File: src/rtl/sprite_port_scheduler_pkg.sv
// Shared graphics types for the sprite port scheduler: screen/frame widths,
// scheduler state encoding, the sprite command word and the frame clamp helper.
package gfx_pkg;

  localparam int SCREEN_X_W  = 11;
  localparam int SCREEN_Y_W  = 10;
  localparam int FRAME_IDX_W = 5;

  typedef enum logic [1:0] {
    IDLE  = 2'd0,
    SCAN  = 2'd1,
    LATCH = 2'd2,
    HOLD  = 2'd3
  } sched_state_t;

  typedef struct packed {
    logic                   valid;
    logic [SCREEN_X_W-1:0]  x;
    logic [SCREEN_Y_W-1:0]  y;
    logic [FRAME_IDX_W-1:0] frame;
  } sprite_cmd_t;

  // Sum is formed one bit wider so a sheet overrun clamps instead of wrapping.
  function automatic logic [FRAME_IDX_W-1:0] clamp_frame(
    input logic [FRAME_IDX_W-1:0] base,
    input logic [FRAME_IDX_W-1:0] phase,
    input logic [FRAME_IDX_W:0]   max_idx
  );
    logic [FRAME_IDX_W:0] sum;
    sum = {1'b0, base} + {1'b0, phase};
    if (sum > max_idx) sum = max_idx;
    return sum[FRAME_IDX_W-1:0];
  endfunction

endpackage

File: src/rtl/sprite_port_scheduler_if.sv
// Requester / graphics-side bundle of the sprite port scheduler.
// master = game logic + graphics consumer, slave = scheduler.
interface sprite_port_scheduler_if #(
  parameter int NUM_REQ = 4
);
  import gfx_pkg::*;

  logic                                     new_frame;
  logic [NUM_REQ-1:0]                       req_valid;
  logic [NUM_REQ-1:0][SCREEN_X_W-1:0]       req_x;
  logic [NUM_REQ-1:0][SCREEN_Y_W-1:0]       req_y;
  logic [NUM_REQ-1:0][FRAME_IDX_W-1:0]      req_frame_base;
  logic [NUM_REQ-1:0][FRAME_IDX_W-1:0]      req_frame_len;
  logic [NUM_REQ-1:0]                       req_ack;
  logic                                     sprite_valid;
  logic [SCREEN_X_W-1:0]                    sprite_x;
  logic [SCREEN_Y_W-1:0]                    sprite_y;
  logic [FRAME_IDX_W-1:0]                   sprite_frame_number;
  logic                                     busy;

  modport master (
    output new_frame, req_valid, req_x, req_y, req_frame_base, req_frame_len,
    input  req_ack, sprite_valid, sprite_x, sprite_y, sprite_frame_number, busy
  );

  modport slave (
    input  new_frame, req_valid, req_x, req_y, req_frame_base, req_frame_len,
    output req_ack, sprite_valid, sprite_x, sprite_y, sprite_frame_number, busy
  );

endinterface

File: src/rtl/sprite_port_scheduler_anim_phase_counter.sv
// Per-requester animation phase: advances on step, wraps at eff_len-1, and
// collapses to 0 when a shortened length leaves it out of range.
module anim_phase_counter
  import gfx_pkg::*;
(
  input  logic                   clk_pixel,
  input  logic                   sys_rst_n,
  input  logic                   step,
  input  logic [FRAME_IDX_W-1:0] eff_len,
  output logic [FRAME_IDX_W-1:0] phase
);

  logic [FRAME_IDX_W-1:0] phase_q, phase_d;

  always_comb begin
    phase_d = phase_q;
    if (step) begin
      if (phase_q >= eff_len - 1'b1) phase_d = '0;
      else                           phase_d = phase_q + 1'b1;
    end
  end

  always_ff @(posedge clk_pixel or negedge sys_rst_n) begin
    if (!sys_rst_n) phase_q <= '0;
    else            phase_q <= phase_d;
  end

  assign phase = phase_q;

endmodule

File: src/rtl/sprite_port_scheduler.sv
// Round-robin, one-grant-per-video-frame sharing of the sprite port.
// Optional statistics outputs when SPRITE_SCHED_STATS_EN is defined.
//
//  state | meaning
//  IDLE  | after reset, waiting for the first new_frame
//  SCAN  | examining one requester per cycle from last_grant+1
//  LATCH | capturing granted requester into the sprite outputs
//  HOLD  | outputs stable until the next new_frame
module sprite_port_scheduler
  import gfx_pkg::*;
#(
  parameter int NUM_REQ    = 4,
  parameter int NUM_FRAMES = 23,
  parameter int ANIM_DIV   = 4
) (
  input  logic                    clk_pixel,
  input  logic                    sys_rst_n,
  sprite_port_scheduler_if.slave  bus
`ifdef SPRITE_SCHED_STATS_EN
  ,
  output logic [7:0]              overrun_count,
  output logic [7:0]              idle_frames
`endif
);

  localparam int               PTR_W     = $clog2(NUM_REQ);
  localparam logic [PTR_W-1:0] LAST_REQ  = PTR_W'(NUM_REQ - 1);
  localparam int               DIV_W     = (ANIM_DIV > 1) ? $clog2(ANIM_DIV) : 1;
  localparam logic [DIV_W-1:0] DIV_LAST  = DIV_W'(ANIM_DIV - 1);
  localparam logic [FRAME_IDX_W:0] FRAME_MAX = (FRAME_IDX_W+1)'(NUM_FRAMES - 1);

  localparam logic [1:0] ST_IDLE  = IDLE;
  localparam logic [1:0] ST_SCAN  = SCAN;
  localparam logic [1:0] ST_LATCH = LATCH;
  localparam logic [1:0] ST_HOLD  = HOLD;

  logic [1:0]         state_q, state_d;
  logic [PTR_W-1:0]   scan_ptr_q, scan_ptr_d;
  logic [PTR_W-1:0]   scan_cnt_q, scan_cnt_d;
  logic [PTR_W-1:0]   grant_q, grant_d;
  logic [PTR_W-1:0]   last_grant_q, last_grant_d;
  logic [DIV_W-1:0]   div_cnt_q, div_cnt_d;
  logic [NUM_REQ-1:0] ack_q, ack_d;
  sprite_cmd_t        cmd_q, cmd_d;
  logic               scan_exhausted, latch_fire, anim_step;

  logic [NUM_REQ-1:0][FRAME_IDX_W-1:0] phase, eff_len;
  logic [FRAME_IDX_W-1:0]              use_phase;

  function automatic logic [PTR_W-1:0] next_ptr(input logic [PTR_W-1:0] p);
    return (p == LAST_REQ) ? '0 : p + 1'b1;
  endfunction

  for (genvar i = 0; i < NUM_REQ; i++) begin : g_anim
    assign eff_len[i] = (bus.req_frame_len[i] == '0) ? FRAME_IDX_W'(1) : bus.req_frame_len[i];
    anim_phase_counter u_phase (
      .clk_pixel (clk_pixel),
      .sys_rst_n (sys_rst_n),
      .step      (anim_step),
      .eff_len   (eff_len[i]),
      .phase     (phase[i])
    );
  end

  // A phase stranded beyond a freshly shortened length is shown as phase 0.
  assign use_phase = (phase[grant_q] >= eff_len[grant_q]) ? '0 : phase[grant_q];

  always_comb begin
    state_d        = state_q;
    scan_ptr_d     = scan_ptr_q;
    scan_cnt_d     = scan_cnt_q;
    grant_d        = grant_q;
    last_grant_d   = last_grant_q;
    cmd_d          = cmd_q;
    ack_d          = '0;
    scan_exhausted = 1'b0;
    latch_fire     = 1'b0;
    case (state_q)
      ST_IDLE, ST_HOLD: begin
        if (bus.new_frame) begin
          state_d    = ST_SCAN;
          scan_ptr_d = next_ptr(last_grant_q);
          scan_cnt_d = '0;
        end
      end
      ST_SCAN: begin
        if (bus.req_valid[scan_ptr_q]) begin
          grant_d = scan_ptr_q;
          state_d = ST_LATCH;
        end else if (scan_cnt_q == LAST_REQ) begin
          cmd_d          = '0;
          state_d        = ST_HOLD;
          scan_exhausted = 1'b1;
        end else begin
          scan_ptr_d = next_ptr(scan_ptr_q);
          scan_cnt_d = scan_cnt_q + 1'b1;
        end
      end
      ST_LATCH: begin
        cmd_d.valid    = 1'b1;
        cmd_d.x        = bus.req_x[grant_q];
        cmd_d.y        = bus.req_y[grant_q];
        cmd_d.frame    = clamp_frame(bus.req_frame_base[grant_q], use_phase, FRAME_MAX);
        ack_d[grant_q] = 1'b1;
        last_grant_d   = grant_q;
        state_d        = ST_HOLD;
        latch_fire     = 1'b1;
      end
      default: state_d = ST_IDLE;
    endcase
  end

  // Animation advances after the frame is scheduled, so the frame just latched
  // still uses the phase accumulated by earlier frames.
  always_comb begin
    div_cnt_d = div_cnt_q;
    anim_step = 1'b0;
    if (scan_exhausted || latch_fire) begin
      if (div_cnt_q == DIV_LAST) begin
        div_cnt_d = '0;
        anim_step = 1'b1;
      end else begin
        div_cnt_d = div_cnt_q + 1'b1;
      end
    end
  end

  always_ff @(posedge clk_pixel or negedge sys_rst_n) begin
    if (!sys_rst_n) begin
      state_q      <= ST_IDLE;
      scan_ptr_q   <= '0;
      scan_cnt_q   <= '0;
      grant_q      <= '0;
      last_grant_q <= LAST_REQ;
      div_cnt_q    <= '0;
      ack_q        <= '0;
      cmd_q        <= '0;
    end else begin
      state_q      <= state_d;
      scan_ptr_q   <= scan_ptr_d;
      scan_cnt_q   <= scan_cnt_d;
      grant_q      <= grant_d;
      last_grant_q <= last_grant_d;
      div_cnt_q    <= div_cnt_d;
      ack_q        <= ack_d;
      cmd_q        <= cmd_d;
    end
  end

  assign bus.req_ack             = ack_q;
  assign bus.sprite_valid        = cmd_q.valid;
  assign bus.sprite_x            = cmd_q.x;
  assign bus.sprite_y            = cmd_q.y;
  assign bus.sprite_frame_number = cmd_q.frame;
  assign bus.busy                = (state_q == ST_SCAN) || (state_q == ST_LATCH);

`ifdef SPRITE_SCHED_STATS_EN
  logic [7:0] overrun_q, overrun_d, idle_q, idle_d;

  always_comb begin
    overrun_d = overrun_q;
    idle_d    = idle_q;
    if (bus.new_frame && bus.busy && overrun_q != 8'hFF) overrun_d = overrun_q + 1'b1;
    if (scan_exhausted && idle_q != 8'hFF)               idle_d    = idle_q + 1'b1;
  end

  always_ff @(posedge clk_pixel or negedge sys_rst_n) begin
    if (!sys_rst_n) begin
      overrun_q <= '0;
      idle_q    <= '0;
    end else begin
      overrun_q <= overrun_d;
      idle_q    <= idle_d;
    end
  end

  assign overrun_count = overrun_q;
  assign idle_frames   = idle_q;
`endif

endmodule

File: src/flat_wrapper.sv
// flat-port wrapper written by rule: the top's interface ports become plain ports
module sprite_port_scheduler_flat import gfx_pkg::*;
#(
  parameter int NUM_REQ    = 4,
  parameter int NUM_FRAMES = 23,
  parameter int ANIM_DIV   = 4
)
  (clk_pixel, sys_rst_n, bus_new_frame, bus_req_valid, bus_req_x, bus_req_y, bus_req_frame_base, bus_req_frame_len, bus_req_ack, bus_sprite_valid, bus_sprite_x, bus_sprite_y, bus_sprite_frame_number, bus_busy);
  sprite_port_scheduler_if #(.NUM_REQ(NUM_REQ)) bus_i ();
  input  logic clk_pixel;
  input  logic sys_rst_n;
  input wire logic [$bits(bus_i.new_frame)-1:0] bus_new_frame;
  input wire logic [$bits(bus_i.req_valid)-1:0] bus_req_valid;
  input wire logic [$bits(bus_i.req_x)-1:0] bus_req_x;
  input wire logic [$bits(bus_i.req_y)-1:0] bus_req_y;
  input wire logic [$bits(bus_i.req_frame_base)-1:0] bus_req_frame_base;
  input wire logic [$bits(bus_i.req_frame_len)-1:0] bus_req_frame_len;
  output wire logic [$bits(bus_i.req_ack)-1:0] bus_req_ack;
  output wire logic [$bits(bus_i.sprite_valid)-1:0] bus_sprite_valid;
  output wire logic [$bits(bus_i.sprite_x)-1:0] bus_sprite_x;
  output wire logic [$bits(bus_i.sprite_y)-1:0] bus_sprite_y;
  output wire logic [$bits(bus_i.sprite_frame_number)-1:0] bus_sprite_frame_number;
  output wire logic [$bits(bus_i.busy)-1:0] bus_busy;
  assign bus_i.new_frame = bus_new_frame;
  assign bus_i.req_valid = bus_req_valid;
  assign bus_i.req_x = bus_req_x;
  assign bus_i.req_y = bus_req_y;
  assign bus_i.req_frame_base = bus_req_frame_base;
  assign bus_i.req_frame_len = bus_req_frame_len;
  assign bus_req_ack = bus_i.req_ack;
  assign bus_sprite_valid = bus_i.sprite_valid;
  assign bus_sprite_x = bus_i.sprite_x;
  assign bus_sprite_y = bus_i.sprite_y;
  assign bus_sprite_frame_number = bus_i.sprite_frame_number;
  assign bus_busy = bus_i.busy;
  sprite_port_scheduler #(.NUM_REQ(NUM_REQ), .NUM_FRAMES(NUM_FRAMES), .ANIM_DIV(ANIM_DIV)) u_core (.clk_pixel(clk_pixel), .sys_rst_n(sys_rst_n), .bus(bus_i));
endmodule
File: config.mk
export PLATFORM = sky130hd
export DESIGN_NAME = sprite_port_scheduler_flat
export DESIGN_NICKNAME = d
export VERILOG_FILES = /design/src/rtl/sprite_port_scheduler_pkg.sv /design/src/rtl/sprite_port_scheduler_if.sv /design/src/rtl/sprite_port_scheduler_anim_phase_counter.sv /design/src/rtl/sprite_port_scheduler.sv /design/src/flat_wrapper.sv
export SDC_FILE = /design/constraint.sdc
export NUM_CORES = 1
export LEC_CHECK = 0
export CAP_MARGIN = 40
export CORE_ASPECT_RATIO = 1.75
export CORE_MARGIN = 2
export CORE_UTILIZATION = 50
export CTS_CLUSTER_SIZE = 25
export DETAILED_ROUTE_END_ITERATION = 6
export GPL_ROUTABILITY_DRIVEN = 1
export PLACE_DENSITY_LB_ADDON = 0.12
export RECOVER_POWER = 100
export SYNTH_ARGS = -nofsm -noshare
export SYNTH_HDL_FRONTEND = slang
export SYNTH_SLANG_ARGS = --single-unit
File: constraint.sdc
create_clock -name clk_pixel -period 7.05 [get_ports clk_pixel]
set_input_delay 1.0575 -clock clk_pixel [delete_from_list [all_inputs] [get_ports clk_pixel]]
set_output_delay 1.0575 -clock clk_pixel [all_outputs]
set_load 0.05 [all_outputs]
== Yosys cells after proc, flatten, opt, wreduce, memory -nomap -nowiden ==
Index checks and enable logic that the tools add are counted.

* Equality and inequality tests: 12
* Multiplexer cells: 49
* Reductions and logical operators: 15
* Order comparisons: 9
* $add $sub $neg: 13

{| class="wikitable"
|+ Operators with widths
! kind !! number
|-
| $mux W5 || 13
|-
| $mux W27 || 2
|-
| $pmux W27 S2 || 1
|-
| $bmux W5 S2 || 3
|-
| $ge A5 B5 Y1 || 5
|-
| $mux W2 || 12
|-
| $bmux W11 S2 || 1
|-
| $add A5 B1 Y5 const B || 4
|-
| $bmux W10 S2 || 1
|-
| $logic_not A5 Y1 || 4
|-
| $sub A5 B1 Y5 const B || 4
|-
| $eq A2 B2 Y1 const B || 6
|-
| $mux W11 || 1
|-
| $mux W10 || 1
|-
| $add A2 B1 Y2 const B || 4
|-
| $mux W1 || 8
|-
| $pmux W2 S2 || 2
|-
| $add A5 B5 Y6 || 1
|-
| $gt A6 B5 Y1 const B || 1
|-
| $lt A2 B3 Y1 const B || 2
|-
| $ne A2 B2 Y1 const B || 3
|-
| $pmux W2 S3 || 1
|-
| $mux W4 || 1
|-
| $reduce_and A2 Y1 || 2
|-
| other kinds (13) || 15
|}

* Output and inout port bits: 32
* Register bits after elaboration: 63
* Logic and storage cells: 113

== Depth between registers and ports, before layout ==
* Word-level depth: 10
* Depth in mapped cells: 19
* Gate-level depth less buffers: 18

== Cells and area by module ==
A second synthesis with hierarchy kept.

* Cells, all modules: 446
* Area, all modules: 4824.6 um^2

{| class="wikitable"
|+ Modules (own cells, without submodules)
! module !! times used !! cells each !! area an instance (um^2)
|-
| sprite_port_scheduler || 1 || 274 || 3243.1
|-
| anim_phase_counter || 4 || 43 || 395.4
|}

== Least setup slack after synthesis ==
Ideal clock, no wire load.

* Path kind: input-to-reg
* Start point: input port bus_req_frame_len[18]
* End point: register u_core.cmd_q, in the netlist u_core.bus.sprite_frame_number[3]
* Cell stages on the path: 18
* Slack: 2341 ps
* Data arrival time: 4640 ps
* Library setup time: 69 ps
* Data required time: 6981 ps
* Cell sequence: nor2_1 a21oi_1 mux4_2 inv_1 ha_1 nand2b_1 a21o_1 a21o_1 a21o_1 a211oi_1 ha_1 inv_1 fa_1 nand2b_1 and4_1 a31o_2 a2111oi_2 a32o_1

* Word-level cells in the longest chain between the ends: 10

{| class="wikitable"
|+ Ends and longest elaborated chain
! item !! line !! text
|-
| from (decl) || flat_wrapper.sv:17 || <nowiki>input wire logic [$bits(bus_i.req_frame_len)-1:0] bus_req_frame_len;</nowiki>
|-
| $logic_not A5 Y1 || sprite_port_scheduler.sv:55 || <nowiki>assign eff_len[i] = (bus.req_frame_len[i] == '0) ? FRAME_IDX_W'(1) : bus.req_frame_len[i];</nowiki>
|-
| $mux W5 * || sprite_port_scheduler.sv:55 ||
|-
| $bmux W5 S2 * || sprite_port_scheduler.sv:66 || <nowiki>assign use_phase = (phase[grant_q] >= eff_len[grant_q]) ? '0 : phase[grant_q];</nowiki>
|-
| $mux W5 (not written as such) * || sprite_port_scheduler.sv:66 ||
|-
| $ge A5 B5 Y1 * || sprite_port_scheduler.sv:66 ||
|-
| $mux W5 * || sprite_port_scheduler.sv:66 ||
|-
| $add A5 B5 Y6 * || sprite_port_scheduler_pkg.sv:30 || <nowiki>sum = {1'b0, base} + {1'b0, phase};</nowiki>
|-
| $gt A6 B5 Y1 || sprite_port_scheduler_pkg.sv:31 || <nowiki>if (sum > max_idx) sum = max_idx;</nowiki>
|-
| $mux W5 * || sprite_port_scheduler_pkg.sv:31 ||
|-
| $pmux W27 S2 * || sprite_port_scheduler.sv:78 || <nowiki>case (state_q)</nowiki>
|-
| to (signal assigned) || sprite_port_scheduler.sv:146 || <nowiki>cmd_q <= cmd_d;</nowiki>
|-
| to (decl) || sprite_port_scheduler.sv:44 || <nowiki>sprite_cmd_t cmd_q, cmd_d;</nowiki>
|}

Mark *: on every way between the ends. The rest lies on a longest branch, timed or not. The select of a mux whose other input is x is not followed.
A chain may end at the register's enable or synchronous reset.

== Worst setup path after layout ==
* Start point: input port bus_req_frame_len[17]
* End point: register u_core.cmd_q, in the netlist u_core.bus.sprite_frame_number[1]

Same word-level chain as after synthesis.

==> reports/results.ini <==
[floorplan]
rows = 48
coreArea_sq_um = 9730
die_w_um = 79.3
fp.dieH_um = 136
die_area_sq_um = 10800
num_io_pins = 163
initial_core_util_pct = 50.9

[routing]
post_drt_via_cell_ratio = 5.92
drtPass1Iterations = 5
routed_wl_mm = 14.8
drtIter0Drc = 210
route.vias.total = 4597
route.detailed.drc = 0
wl_per_cell_um = 19.1
ant_nets = 0

[sta]
tightest_slew_ns = 3.42
slew_viol_final = 64
rsz0062_at_grt = no
finalSetupViolations = 0
period_minus_slack_ns = 5.77
slew_headroom_pct = -128
min_period_over_period_pct = 81.9
timing.fmax_mhz = 173
skew_ns = 0.0119
whs_ns = 0.464
tns_ns = 0
hold_viol_final = 0

[worst_hold_path]
min_path_type = flop to flop
hp-start = u_core.bus.sprite_x[1]$_DFFE_PN0P_

[outcome]
status = finished, violations left
violations = max-capacitance violations, max-slew violations

[synthesis]
synth_cell_types = 52
syn_inst = 494
synth_ff_type = dfrtp_1
yosysWarnings = 0
seq_area_frac_synth_pct = 31.9
synth_area_leaders = dfrtp_1 (31%), mux4_2 (17%), ha_1 (11%)
synth_area_sq_um = 4950
synth-edff-count = 0
yosys.area.top_type = dfrtp_1
avgSynthCellArea_sq_um = 10.0
ys_seq_elements = 63
async_reset_ff_share_pct = 100
synthesis.nets = 670
synth.top_cell.area_share_pct = 30.8

[cells_and_area]
area_growth_pct = 40.5
final_common_cell = clkdlybuf4s50_1
final_cells = 777
drive_above_1_share_pct = 10.9
fillerInstances = 758
nets = 823
stdcell_area_sq_um = 6960
mostFrequentLayoutCells = clkdlybuf4s50_1 (127), nand2_1 (75), dfrtp_1 (59), ha_1 (44), mux4_2 (37)
antenna_cells = 0

[place]
place_congestion = 0.891
dp_hpwl_mm = 11.5
dp.cells = 761
place_area_sq_um = 6670
portBuffers = 162

[global_route]
grt_usage_pct = 28.5
grt_max_degree = 64
antenna_found_initial = 0
grt_pass1_wl_mm = 23.5
grt_pass1_vias = 4842
grt-ovfl-total = 0

[worst_setup_path]
crit_arrival_ns = 5.93
crit_type = input pin to flop
reg2reg_from = u_core.grant_q[0]$_DFFE_PN0P_
critPathLaunch = bus_req_frame_len[17]
cp-start-kind = input pin
crit_path_max_fanout = 4
cp-end-kind = flop
crit_required_ns = 7.20

[clock_tree]
cts_tree = built
numClockSinks = 63
htree_levels = 3
cts_buffers = 9
clk_pin_slew_ns = 0.05
worst_skew_pair.late_latency_ns = 0.33
root_buffer = clkbuf_16
postCtsHoldBufs = 0
cts_resized = 0
post_cts_buffers = 0
cts_max_path_buffers = 2

[power_and_ir_drop]
p_leak_nw = 3.17
powerDensity_nw_per_um2 = 396
power.total_mw = 2.76
peakVddDrop_mv = 0.232

[run]
drv_cap = 1

[area by class of cell]
cell class | count | area (sq um) | area share, %
Timing Repair Buffer | 168 | 1660 | 23.8
Clock inverter | 6 | 91.3 | 1.31
Clock buffer | 10 | 239 | 3.43
Inverter | 30 | 113 | 1.62
Sequential cell | 63 | 1580 | 22.7
Tap cell | 125 | 156 | 2.25
Multi-Input combinational cell | 375 | 3120 | 44.9
[cells by family after synthesis]
group                    count (synthesis)  share of synthesized area [%]
adder cells (fa/ha/maj)                 45                           11.5
XOR/XNOR                                11                           1.94
AO/OA/AOI/OAI                           99                           14.3
AND/OR/NAND/NOR                        167                           15.4
flip-flops                              63                           31.9
multiplexers                            53                           20.3
buffers and inverters                   56                           4.70
[layer usage]
metal	track usage (%)	up-vias	wire, um
met5	0	-	0
met4	15.2	0	618
met3	6.27	41	930
met2	52.6	184	8080
met1	29.3	2227	5200
li1	-	2145	-
[power breakdown]
part	internal [mW]	leakage (nW)	total, mW	switching (mW)
sequential	0.484	0.789	0.608	0.124
combinational	0.708	2.22	1.66	0.952
clock	0.321	0.163	0.489	0.169
total	1.51	3.17	2.76	1.24
[registers in the layout, indices dropped and copies added, names as in the netlist]
name / count
u_core.bus.sprite_x: 11
u_core.state_q: 2
u_core.bus.sprite_frame_number: 5
u_core.bus.sprite_y: 10
u_core.g_anim.u_phase.phase: 20
u_core.div_cnt_q: 2
u_core.last_grant_q: 2
u_core.bus.req_ack: 4
u_core.grant_q: 2
u_core.bus.sprite_valid: 1
u_core.scan_ptr_q: 2
u_core.scan_cnt_q: 2
[metrics by stage]
| stage | utilization, % | worst slack (ns) |
|---|---|---|
| floorplan | - | 2.34 |
| global placement | 68.2 | 1.64 |
| detailed placement | 68.6 | 1.50 |
| CTS | 72.0 | 1.83 |
| global route | 71.6 | 1.01 |
| finish | 71.6 | 1.28 |
[worst max-delay path: stages]
cell and delay [ns]:
dlygate4sd3_1 0.60, nor2_1 0.16, a21oi_1 0.14, mux4_2 0.49
inv_1 0.07, ha_1 0.21, nand2b_1 0.14, a21o_1 0.18
a21o_1 0.19, a21o_1 0.17, a211oi_1 0.25, ha_1 0.21
inv_1 0.05, fa_1 0.38, nand2b_1 0.19, and4_1 0.20
a31o_2 0.21, a2111oi_0 0.84, a31oi_1 0.18
[Yosys cell counts, types with 4 or more instances]
master,count
xor2_1,6
ha_1,44
o21ai_1,5
inv_1,29
a21oi_1,14
nor2_1,24
o211a_1,4
mux2_2,8
nor3b_1,4
nand2b_1,9
o41ai_1,8
nor2b_1,10
dfrtp_1,61
mux4_2,37
a22o_1,4
a21o_1,9
xnor2_1,5
a31oi_1,8
nand2_1,74
nand3_1,31
o21ai_0,19
mux2i_1,8
buf_2,9
o31ai_1,4
clkbuf_1,14
a2bb2oi_1,8
nor3_1,7
[worst paths after layout]
check / endpoint / slack (ns) / depth (start not counted)
worst max-delay path: u_core.bus.sprite_frame_number[1]$_DFFE_PN0P_ / 1.28 / 19
worst min-delay path: u_core.bus.sprite_x[1]$_DFFE_PN0P_ / 0.46 / 2
worst max register to register: u_core.bus.sprite_frame_number[1]$_DFFE_PN0P_ / 2.16 / 13
worst min register to register: u_core.bus.sprite_x[1]$_DFFE_PN0P_ / 0.46 / 2
max in group asynchronous: u_core.grant_q[0]$_DFFE_PN0P_ / 2.90 / 2
min in group asynchronous: u_core.scan_cnt_q[1]$_DFFE_PN0P_ / 1.97 / 2
Note: power is estimated with default switching activity, not from simulation.
